--- src/rtl/trap_sequencer.sv ---
// Trap/uret sequencer: accepts one exception, uret or interrupt in IDLE and walks it through CSR writes and a PC redirect.
// Optional feature: define TRAP_VECTORED_MODE_EN to enable vectored interrupt dispatch when utvec[1:0]==2'b01.
module trap_sequencer #(
  parameter int unsigned UTVEC_ALIGN = 2
) (
  input  logic        iCLK,
  input  logic        iRST,
  input  logic        iExcReq,
  input  logic [31:0] iExcCause,
  input  logic [31:0] iExcPC,
  input  logic [31:0] iExcTval,
  input  logic        iURET,
  input  logic [2:0]  iIntPend,
  input  logic [31:0] iCurPC,
  input  logic [31:0] iUSTATUS,
  input  logic [31:0] iUIE,
  input  logic [31:0] iUTVEC,
  input  logic [31:0] iUEPC,
  output logic        oRegWriteSimu,
  output logic [31:0] oWriteDataUEPC,
  output logic [31:0] oWriteDataUCAUSE,
  output logic [31:0] oWriteDataUTVAL,
  output logic        oCSRWrite,
  output logic [11:0] oCSRWriteAddr,
  output logic [31:0] oCSRWriteData,
  output logic        oPCLoad,
  output logic [31:0] oTrapPC,
  output logic        oAck,
  output logic        oStall,
  output logic        oBusy
);

  localparam int unsigned XW = 32;
  localparam int unsigned AW = 12;
  localparam logic [AW-1:0] USTATUS_ADDR = AW'(0);
  localparam logic [XW-1:0] ALIGN_MASK   = ~((XW'(1) << UTVEC_ALIGN) - XW'(1));

  typedef enum logic [2:0] {
    S_IDLE, S_SAVE, S_STATUS, S_VECTOR, S_RESTORE, S_RETURN
  } state_t;

  state_t        state, state_n;
  logic [XW-1:0] cause_q, epc_q, tval_q;
  logic          hold_q;
  logic          can_accept, int_ext, int_sw, int_tmr, int_any;
  logic          take_exc, take_uret, take_int, accept;
  logic [3:0]    int_code;
  logic [XW-1:0] vector_pc;
`ifdef TRAP_VECTORED_MODE_EN
  logic          is_int_q;
`endif

  logic unused_uie;
  assign unused_uie = ^{iUIE[31:9], iUIE[7:5], iUIE[3:1]};

  // Request arbitration: exception > uret > external > software > timer interrupt.
  always_comb begin
    can_accept = (state == S_IDLE) && !hold_q && !iRST;
    int_ext    = iUSTATUS[0] && iIntPend[2] && iUIE[8];
    int_sw     = iUSTATUS[0] && iIntPend[0] && iUIE[0];
    int_tmr    = iUSTATUS[0] && iIntPend[1] && iUIE[4];
    int_any    = int_ext || int_sw || int_tmr;
    int_code   = int_ext ? 4'd8 : (int_sw ? 4'd0 : 4'd4);
    take_exc   = can_accept && iExcReq;
    take_uret  = can_accept && !iExcReq && iURET;
    take_int   = can_accept && !iExcReq && !iURET && int_any;
    accept     = take_exc || take_uret || take_int;
  end

  // Trap target: direct base, or base + 4*code for vectored interrupts.
  always_comb begin
    vector_pc = iUTVEC & ALIGN_MASK;
`ifdef TRAP_VECTORED_MODE_EN
    if (is_int_q && (iUTVEC[1:0] == 2'b01))
      vector_pc = {iUTVEC[31:2], 2'b00} + (XW'(cause_q[3:0]) << 2);
`endif
  end

  always_ff @(posedge iCLK or posedge iRST) begin
    if (iRST) begin
      state   <= S_IDLE;
      hold_q  <= 1'b0;
      cause_q <= '0;
      epc_q   <= '0;
      tval_q  <= '0;
`ifdef TRAP_VECTORED_MODE_EN
      is_int_q <= 1'b0;
`endif
    end else begin
      state  <= state_n;
      // The first IDLE cycle after a sequence never accepts.
      hold_q <= (state == S_VECTOR) || (state == S_RETURN);
      if (take_exc) begin
        cause_q <= iExcCause;
        epc_q   <= iExcPC;
        tval_q  <= iExcTval;
`ifdef TRAP_VECTORED_MODE_EN
        is_int_q <= 1'b0;
`endif
      end else if (take_int) begin
        cause_q <= {1'b1, 27'b0, int_code};
        epc_q   <= iCurPC;
        tval_q  <= '0;
`ifdef TRAP_VECTORED_MODE_EN
        is_int_q <= 1'b1;
`endif
      end
    end
  end

  always_comb begin
    state_n          = state;
    oRegWriteSimu    = 1'b0;
    oWriteDataUEPC   = '0;
    oWriteDataUCAUSE = '0;
    oWriteDataUTVAL  = '0;
    oCSRWrite        = 1'b0;
    oCSRWriteAddr    = '0;
    oCSRWriteData    = '0;
    oPCLoad          = 1'b0;
    oTrapPC          = '0;
    oAck             = 1'b0;
    oBusy            = (state != S_IDLE);
    oStall           = (state != S_IDLE);
    case (state)
      S_IDLE: begin
        if (accept) begin
          oAck    = 1'b1;
          oStall  = 1'b1;
          state_n = take_uret ? S_RESTORE : S_SAVE;
        end
      end
      S_SAVE: begin
        oRegWriteSimu    = 1'b1;
        oWriteDataUEPC   = epc_q;
        oWriteDataUCAUSE = cause_q;
        oWriteDataUTVAL  = tval_q;
        state_n          = S_STATUS;
      end
      S_STATUS: begin
        oCSRWrite        = 1'b1;
        oCSRWriteAddr    = USTATUS_ADDR;
        oCSRWriteData    = iUSTATUS;
        oCSRWriteData[4] = iUSTATUS[0];
        oCSRWriteData[0] = 1'b0;
        state_n          = S_VECTOR;
      end
      S_VECTOR: begin
        oPCLoad = 1'b1;
        oTrapPC = vector_pc;
        state_n = S_IDLE;
      end
      S_RESTORE: begin
        oCSRWrite        = 1'b1;
        oCSRWriteAddr    = USTATUS_ADDR;
        oCSRWriteData    = iUSTATUS;
        oCSRWriteData[0] = iUSTATUS[4];
        oCSRWriteData[4] = 1'b1;
        state_n          = S_RETURN;
      end
      S_RETURN: begin
        oPCLoad = 1'b1;
        oTrapPC = iUEPC;
        state_n = S_IDLE;
      end
      default: state_n = S_IDLE;
    endcase
  end

endmodule

--- config.mk ---
export PLATFORM = sky130hd
export DESIGN_NAME = trap_sequencer
export DESIGN_NICKNAME = d
export VERILOG_FILES = /design/src/rtl/trap_sequencer.sv
export SDC_FILE = /design/constraint.sdc
export NUM_CORES = 1
export LEC_CHECK = 0
export BUFFER_PORTS_ARGS = -buffer_cell sky130_fd_sc_hd__clkbuf_2
export CAP_MARGIN = 30
export CORE_AREA = 2 2 170 172
export DETAILED_ROUTE_END_ITERATION = 16
export DIE_AREA = 0 0 172 174
export HOLD_SLACK_MARGIN = 0.1
export PLACE_DENSITY_LB_ADDON = 0.12
export SYNTH_ARGS = -nofsm -noshare
export SYNTH_HDL_FRONTEND = slang
export SYNTH_SLANG_ARGS = --single-unit
export TNS_END_PERCENT = 50
--- constraint.sdc ---
create_clock -name iCLK -period 6.95 [get_ports iCLK]
set_input_delay 0.695 -clock iCLK [delete_from_list [all_inputs] [get_ports iCLK]]
set_output_delay 0.695 -clock iCLK [all_outputs]
set_load 0.02 [all_outputs]
==> reports/metrics.cfg <==
[outcome]
status=finished clean

[finish]
mostFrequentLayoutCells=397 x clkbuf_2, 128 x and2_1, 100 x dfrtp_1
drive_above_1_share_pct=52.5
syn_to_final_growth_pct=49.4
num-fill-cells=3147
diodes=0
final_common_cell=clkbuf_2
nNetsFinal=1115

[drt]
num_vias=5063
post_drt_wl_per_cell_um=16.6
drt-initial-drc-count=204
viasPerCell=4.08
wirelength_um=20600
drt_pass1_iterations=4
route.detailed.drc=0
ant_nets=0

[worst_hold_path]
min_path_type=in -> async

[clock_tree]
ctsHoldBuffers=0
numCtsBuffers=9
cts_root_buf=clkbuf_16
cts_buffer_depth=2
clock-sinks=100
post-cts-setup-buffers=0
cts.clk_slew.worst_paths_ps=70
cts_resized=0
clk_latency_ps=350
cts_tree=built
htreeDepth=3

[critical_path]
arrival_ps=2380
timing.rr.end=epc_q[20]
cp_cell_sequence=inv_1, nor3_4, buf_4, and2_1, clkbuf_2
endpoint_kind=output pin
crit_cells=5
critical-path-top-delay-family=buffers and inverters
crit_slowest_cell=buf_4
critPathMaxStageDelay_ps=650
worst_ep_required_time_ps=6250
r2r_setup_slack_ps=4470
crit_buf_inv=3
cp_max_fo=97
ff2ff_path_depth=6
cp-endpoint=oWriteDataUCAUSE[14]
worst_setup_path_start_kind=flop
worstSetupStartpoint=state[0]
r2r-start=state[1]
path_class=reg -> out

[die]
core_um2=28200
chipWidth_um=172
fp.dieH_um=174
rows=62
initial_core_util_pct=19.1
dieArea_um2=29900
boundaryPins=441

[synthesis]
synth_cell_types=29
synth.area.top_cells=dfrtp_1 46%, a22o_1 15%, and2_1 15%
yosysWarnings=0
netlist_instances=475
synth_top_area_share_pct=46.5
syn_area_um2=5390
ys_seq_elements=100
ys_seq_area_share_pct=46.5
syn_avg_cell_area_um2=11.3
yosysTopAreaCell=dfrtp_1

[timing]
drv_slew=0
setup_tns_ps=0
fin_skew_ps=10.1
setup_viol=0
hold_violations=0
hold-worst-slack_ps=473
tightest_slew_ps=909
finalCritPeriodShare_pct=44.2
fmaxAchievable_mhz=326
rsz0062_at_grt=false
period_needed_ps=3070
relSlewSlack_pct=39.4

[placement]
numPortBuffers=397
dpl.hpwl_um=15700
place_congestion=0.734

[power_and_ir_drop]
seq_power_share_pct=32.5
intPower_uw=1780
power.net_switching_uw=1230
powerDensity_nw_per_um2=374
sw_frac_of_total_pct=40.7
combPwrFrac_pct=49.1
leakage_uw=0.00427
clock_power_share_pct=18.4
ir_worst_vdd_uv=139

[job]
max_cap_violations=0

[global_route]
grt.overflow.total=0
antenna_found_initial=1
grt_pass1_vias=5009
grt_first_pass_wirelength_um=30400
grt_max_degree=98
grt_usage_pct=13.5

[power by group through the flow]
stage          Sequential, uW  Combinational (uW)  Clock [uW]
3_5_place_dp              990                1510           0
2_1_floorplan             950                1020           0
4_1_cts                   981                1510         587
6_report                  979                1480         554
3_3_place_gp              988                1490           0
5_1_grt                  1020                1610         606
[through the flow]
stage / total power, uW / setup slack [ps] / utilization [%] / instances / cell area (um2)
5_1_grt: 3240 / 3660 / 28.5 / 1241 / 8040
6_report: 3010 / 3880 / 28.5 / 1241 / 8040
2_1_floorplan: 1970 / 3640 / - / 486 / 5430
3_5_place_dp: 2500 / 4220 / 27.3 / 1224 / 7710
3_3_place_gp: 2480 / 4010 / 27.2 / 1222 / 7680
4_1_cts: 3080 / 3820 / 28.4 / 1240 / 8030
[final cells by class]
| cell class | instances | area (um2) | share of cell area, % |
|---|---|---|---|
| multi-input combinational | 328 | 2640 | 32.8 |
| sequential | 100 | 2500 | 31.1 |
| timing repair buffer | 406 | 2080 | 25.8 |
| tap | 384 | 480 | 5.97 |
| clock buffer | 10 | 229 | 2.85 |
| clock inverter | 6 | 87.6 | 1.09 |
| inverter | 7 | 28.8 | 0.358 |
[registers in the layout, summed over array words and instances, names as in the netlist]
register and flops:
cause_q 32, epc_q 32, hold_q 1, state 3
tval_q 32
[kinds of logic after synthesis]
family	Yosys count	share of synthesized area, %
other cells	1	0.0696
simple gates	147	17.3
compound gates	100	16.1
xor+xnor	1	0.163
flops	100	46.5
mux	68	14.2
buf+inv	58	5.72
[Yosys cell counts (all sizes together)]
master	n
conb	1
a222oi	1
and2	128
nand2	2
a22oi	1
and3	2
nor3	4
a22o	92
o21ai	1
clkbuf	22
nand3b	1
dfrtp	100
buf	29
xnor2	1
nor4	1
o31ai	1
a32o	1
nand2b	2
nor2b	2
nor3b	1
inv	7
mux2	68
a21oi	3
nor2	4
[how the worst min path moves through the flow]
stage	startpoint	to	slack [ps]
after floorplan	epc_q[17]	epc_q[17]	460
after global placement	epc_q[17]	epc_q[17]	470
after detailed placement	epc_q[1]	epc_q[1]	470
after CTS	epc_q[19]	epc_q[19]	490
after global routing	epc_q[23]	epc_q[23]	490
final	iRST	state[2]	470
[worst register-to-register path, stage by stage, from the launching register on]
cell	delay, ps
dfrtp_1	490
nor3_2	270
inv_2	100
nor4_4	160
buf_4	570
mux2_1	480
mux2_1	300
[metal layers]
metal  global-route usage [%]  vias to the layer above  part of all wire [%]
met5                        0                        -                     0
met4                     2.73                        0                  0.74
met3                     3.78                       11                   7.8
met2                     25.2                      236                    53
met1                     15.0                     2406                    38
li1                         -                     2410                     -
(Power assumes the default switching activity.)
